$ cat config.mk
export PLATFORM = sky130hd
export DESIGN_NAME = aibcr3_dcc_updn_filter
export DESIGN_NICKNAME = d
export VERILOG_FILES = /design/src/rtl/aibcr3_dcc_updn_filter.sv
export SDC_FILE = /design/constraint.sdc
export NUM_CORES = 1
export LEC_CHECK = 0
export CORE_MARGIN = 2
export CORE_UTILIZATION = 45
export CTS_CLUSTER_DIAMETER = 40
export DETAILED_ROUTE_END_ITERATION = 12
export SYNTH_ARGS = -nofsm -noshare
export SYNTH_HDL_FRONTEND = slang
export SYNTH_SLANG_ARGS = --single-unit
$ cat constraint.sdc
create_clock -name CLKB -period 6 [get_ports CLKB]
set_input_delay 1.5 -clock CLKB [delete_from_list [all_inputs] [get_ports CLKB]]
set_output_delay 1.5 -clock CLKB [all_outputs]
set_load 0.05 [all_outputs]
$ cat src/rtl/aibcr3_dcc_updn_filter.sv
// aibcr3_dcc_updn_filter: DCC loop filter integrating phase-detector votes into a delay-line code,
// with dither-based lock detection and rail saturation flags.
module aibcr3_dcc_updn_filter #(
    parameter int CODE_W     = 6,
    parameter int CODE_INIT  = 32,
    parameter int LIMIT      = 4,
    parameter int SETTLE_CYC = 8,
    parameter int LOCK_CNT   = 4,
    parameter int LOSS_CNT   = 3
) (
    input  logic              CLKB,
    input  logic              RSTb,
    input  logic              dcc_en,
    input  logic              t_up,
    input  logic              t_down,
    output logic [CODE_W-1:0] code_out,
    output logic              code_upd,
    output logic              dcc_lock,
    output logic              sat_hi,
    output logic              sat_lo
);
    localparam int AW = $clog2(LIMIT) + 2;
    localparam int SW = $clog2(SETTLE_CYC + 1);
    localparam int RW = $clog2(LOCK_CNT + 1);
    localparam int LW = $clog2(LOSS_CNT + 1);

    typedef enum logic [1:0] {IDLE, SETTLE, TRACK, LOCK} state_t;
    typedef enum logic [1:0] {DIR_NONE, DIR_UP, DIR_DN} dir_t;

    state_t               state_q;
    dir_t                 last_q, dir_d;
    logic signed [AW-1:0] acc_q, acc_d, vote;
    logic [SW-1:0]        settle_q;
    logic [RW-1:0]        rev_q;
    logic [LW-1:0]        same_q;
    logic [CODE_W-1:0]    code_q;
    logic                 upd_q, lock_q, sat_hi_q, sat_lo_q;
    logic                 tracking, inc, dec, req, rev, same, at_max, at_min;

    always_comb begin
        tracking = state_q == TRACK || state_q == LOCK;
        vote     = (!tracking || t_up == t_down) ? '0 : (t_up ? AW'(1) : AW'(-1));
        acc_d    = acc_q + vote;
        inc      = acc_d == AW'(LIMIT);
        dec      = acc_d == AW'(-LIMIT);
        req      = inc || dec;
        dir_d    = inc ? DIR_UP : DIR_DN;
        rev      = req && last_q != DIR_NONE && last_q != dir_d;
        same     = req && last_q == dir_d;
        at_max   = &code_q;
        at_min   = ~|code_q;
    end

    assign code_out = code_q;
    assign code_upd = upd_q;
    assign dcc_lock = lock_q;
    assign sat_hi   = sat_hi_q;
    assign sat_lo   = sat_lo_q;

    always_ff @(posedge CLKB or negedge RSTb) begin
        if (!RSTb) begin
            state_q  <= IDLE;
            acc_q    <= '0;
            settle_q <= '0;
            rev_q    <= '0;
            same_q   <= '0;
            last_q   <= DIR_NONE;
            code_q   <= CODE_W'(CODE_INIT);
            upd_q    <= 1'b0;
            lock_q   <= 1'b0;
            sat_hi_q <= 1'b0;
            sat_lo_q <= 1'b0;
        end else begin
            upd_q <= 1'b0;
            if (!dcc_en) begin
                state_q <= IDLE;
                acc_q   <= '0;
                rev_q   <= '0;
                same_q  <= '0;
                last_q  <= DIR_NONE;
                lock_q  <= 1'b0;
            end else case (state_q)
                IDLE: begin
                    state_q  <= SETTLE;
                    settle_q <= '0;
                end
                SETTLE: begin
                    settle_q <= settle_q + SW'(1);
                    last_q   <= DIR_NONE;
                    if (settle_q == SW'(SETTLE_CYC - 1)) state_q <= TRACK;
                end
                default: begin
                    acc_q <= req ? '0 : acc_d;
                    if (inc) begin
                        if (at_max) sat_hi_q <= 1'b1;
                        else begin
                            code_q   <= code_q + CODE_W'(1);
                            upd_q    <= 1'b1;
                            sat_lo_q <= 1'b0;
                        end
                    end
                    if (dec) begin
                        if (at_min) sat_lo_q <= 1'b1;
                        else begin
                            code_q   <= code_q - CODE_W'(1);
                            upd_q    <= 1'b1;
                            sat_hi_q <= 1'b0;
                        end
                    end
                    if (req) last_q <= dir_d;
                    // blocked requests still count toward lock accounting
                    if (rev) begin
                        same_q <= '0;
                        if (state_q == TRACK && rev_q == RW'(LOCK_CNT - 1)) begin
                            state_q <= LOCK;
                            lock_q  <= 1'b1;
                            rev_q   <= '0;
                        end else if (rev_q != RW'(LOCK_CNT)) rev_q <= rev_q + RW'(1);
                    end
                    if (same) begin
                        rev_q <= '0;
                        if (state_q == LOCK && same_q == LW'(LOSS_CNT - 1)) begin
                            state_q <= TRACK;
                            lock_q  <= 1'b0;
                            same_q  <= '0;
                        end else if (same_q != LW'(LOSS_CNT)) same_q <= same_q + LW'(1);
                    end
                end
            endcase
        end
    end
endmodule

==> results.yml <==
logic_synthesis:
  synth_top_cell_by_area: "dfrtp_1"
  syn-instance-count: 202
  ys.warnings.count: 0
  synth_area_leaders: "dfrtp_1, ha_1, nand2_1"
  synth-seq-cells: 27
  yosys.cell_types.count: 61
  ys.flop_type: "dfrtp_1"
  seq_area_frac_synth_pct: 35.5
  synth.top_cell.area_share_pct: 34.1
  synth_area_um2: 1910
  synth_edf_count: 0
  synth_nets: 218
  async_reset_ff_share_pct: 100
  syn_area_per_cell_um2: 9.44
pwr:
  power_uw: 345
  power.leakage_uw: 0.000883
  p_comb_share_pct: 11.0
  power_density_nw_per_um2: 163
  vdd_ir_drop_max_v: 0.000117
  switching_share_pct: 26.6
  p_switching_uw: 91.7
  clkPwrFrac_pct: 31.2
  power.internal_uw: 253
  seq_power_share_pct: 57.8
detailed_routing:
  drc: 0
  antenna_left: 0
  routed_wl_um: 4150
  first_pass_iters: 4
  dr_total_vias: 1614
  via_per_inst: 6.16
  first_iter_violations: 107
  wl_per_cell_um: 15.8
worst_setup_path:
  rr_startpoint: "state_q[1]$_DFFE_PN0P_"
  arrival_ns: 4.74
  worst_ep_required_time_ns: 6.16
  endpoint_kind: "register"
  cp_slowest_cell: "nor2b_1"
  max_stage_delay_ns: 0.76
  startpoint_type: "primary input"
  path_cells: "clkdlybuf4s50_1 -> xnor2_1 -> nor2_1 -> ha_1 -> ha_1 -> nor4_4 -> nor2b_1 -> o21ai_0 -> xnor2_1"
  startpoint: "t_down"
  worstPathMaxFanout: 13
  worstSetupPathType: "primary input to register"
final_layout:
  fill_cells: 374
  syn_to_final_growth_pct: 10.8
  nNetsFinal: 229
  num_antenna_cells: 0
  drive_gt1_share_pct: 11.3
min_path:
  holdCritStartpoint: "settle_q[1]$_DFFE_PN0P_"
  hold_class: "register to register"
floorplanning:
  die_area_um2: 4770
  row_count: 23
  start_util_pct: 47.3
  die_height_um: 69.1
  dieWidth_um: 69.1
  core_area_um2: 4030
  pin_count: 15
sta:
  fin_crit_sh_pct: 76.3
  maxSlewHeadroom_pct: 43.6
  fin_skew_ns: 0.00318
  fin_tns_setup_ns: 0
  fmax_ghz: 0.219
  rsz0062_at_grt: "false"
  finalSetupViolCount: 0
  maxSlewViolCount: 0
  hold_viol: 0
  period_minus_slack_ns: 4.58
  tightestPinTransition_ns: 0.845
clocking:
  cts_hold_buffers: 0
  cts_setup_buffers: 0
  cts_tree: "done"
  clock-sinks: 27
  clk_pin_slew_ns: 0.10
  cts_root_buf: "clkbuf_8"
  clock_path_buffers: 2
  cts_buffers: 3
  htreeDepth: 1
  clk_latency_ns: 0.28
  ctsResizeCount: 0
job:
  drv_cap: 0
global_route:
  globalRouteTotalUtil_pct: 18.8
  gr-total-overflow: 0
  grt_pass1_wl_um: 7580
  grt_max_degree: 28
  antenna_found_initial: 0
  grt_pass1_vias: 1616
placed_design:
  place_congestion: 0.826
  dpl.hpwl_um: 3010
  numPortBuffers: 14
run_status:
  status: "finished clean"
==> registers in the layout, indices dropped and copies added, names as in the netlist <==
register,cells
same_q,2
sat_hi,1
last_q,2
code_out,6
settle_q,4
dcc_lock,1
state_q,2
sat_lo,1
acc_q,4
code_upd,1
rev_q,3
==> stage by stage <==
| step | worst slack, ns | util (%) | cells | instance area, µm² | hold slack [ns] |
|---|---|---|---|---|---|
| after CTS | 1.45 | 52.4 | 262 | 2110 | 0.518 |
| after floorplan | 2.25 | - | 202 | 1910 | 0.466 |
| after detailed placement | 1.15 | 51.3 | 258 | 2070 | 0.495 |
| after global placement | 1.23 | 51.3 | 258 | 2070 | 0.485 |
| after global routing | 1.12 | 52.4 | 262 | 2110 | 0.585 |
| final | 1.42 | 52.4 | 262 | 2110 | 0.521 |
==> path summary, 6_finish.rpt <==
path	to	slack, ns	cells after the start
setup reg to reg	code_out[0]$_DFFE_PN0P_	2.33	8
hold reg to reg	settle_q[1]$_DFFE_PN0P_	0.52	2
hold / removal	settle_q[1]$_DFFE_PN0P_	0.52	2
max in group asynchronous	code_out[5]$_DFFE_PN1P_	4.11	2
setup / recovery	code_out[0]$_DFFE_PN0P_	1.42	9
min in group asynchronous	code_out[3]$_DFFE_PN0P_	1.59	2
==> cell type report <==
class | count | area (µm²) | share of cell area, %
well taps | 50 | 62.6 | 2.96
clock inverters | 1 | 5.00 | 0.237
clock buffers | 3 | 41.3 | 1.95
flip-flops and latches | 27 | 677 | 32.0
repair buffers | 15 | 148 | 6.99
multi-input cells | 150 | 1120 | 52.8
inverters | 16 | 62.6 | 2.96
==> metal layers <==
| layer | global-route usage, % | vias to the layer above | wire [µm] |
|---|---|---|---|
| met5 | 0 | - | 0 |
| met4 | 3.70 | 0 | 27 |
| met3 | 1.90 | 4 | 146 |
| met2 | 33.1 | 38 | 2060 |
| met1 | 25.1 | 800 | 1910 |
| li1 | - | 772 | - |
==> worst max-delay path: cells and delay by family <==
family / cells / cell delay, ns
and+or+nand+nor: 3 / 1.48
AOI/OAI and AO/OA: 1 / 0.29
buffers and inverters: 1 / 0.56
xor gates and xnor gates: 2 / 0.34
adders and majority gates: 2 / 0.55
==> layout by cell type, fill, tap and decap left out, drive strengths merged, types with 2 or more instances in the layout <==
master / Yosys / layout
clkdlybuf4s50: 0 / 14
nand2: 19 / 19
o32ai: 4 / 4
dfrtp: 26 / 26
mux2i: 5 / 5
a22o: 2 / 2
a41o: 2 / 2
inv: 16 / 16
a31oi: 2 / 2
o21ai: 11 / 11
clkbuf: 5 / 3
o21bai: 4 / 4
nand3b: 2 / 2
nor2: 10 / 10
nor4: 3 / 3
a32o: 2 / 2
ha: 11 / 11
nor3: 3 / 3
o2111ai: 2 / 2
o41ai: 2 / 2
a22oi: 4 / 4
and4: 2 / 2
nor2b: 9 / 9
nand4: 2 / 2
a21oi: 5 / 5
o21a: 2 / 2
and3: 3 / 3
a31o: 2 / 2
xnor2: 3 / 3
and2: 2 / 2
nand3: 10 / 10
mux2: 4 / 4
a21boi: 3 / 3
o211ai: 2 / 2
==> power groups by stage <==
stage / registers, µW / clock network (µW) / logic, µW
global route: 201 / 116 / 41.8
floorplan: 205 / 0 / 20.0
finish: 200 / 108 / 38.0
global placement: 202 / 0 / 36.7
detailed placement: 203 / 0 / 38.3
CTS: 199 / 109 / 38.6
==> cell usage after synthesis (all sizes together) (2+ instances only) <==
library cell	instances
a21boi	3
a21oi	5
a22o	2
a22oi	4
a31o	2
a31oi	2
a32o	2
a41o	2
and2	2
and3	3
and4	2
buf	4
clkbuf	5
dfrtp	26
ha	11
inv	16
mux2	4
mux2i	5
nand2	19
nand3	10
nand3b	2
nand4	2
nor2	10
nor2b	9
nor3	3
nor4	3
o2111ai	2
o211ai	2
o21a	2
o21ai	11
o21bai	4
o32ai	4
o41ai	2
xnor2	3
==> cells by family after synthesis <==
family,Yosys count,share of synthesized area (%)
xor gates and xnor gates,3,1.38
and+or+nand+nor,69,22.0
adders and majority gates,11,7.22
muxes,9,5.38
DFF,27,35.5
AOI/OAI and AO/OA,58,22.5
buffers and inverters,25,5.97
No activity file was read; power rests on OpenSTA's default activity.
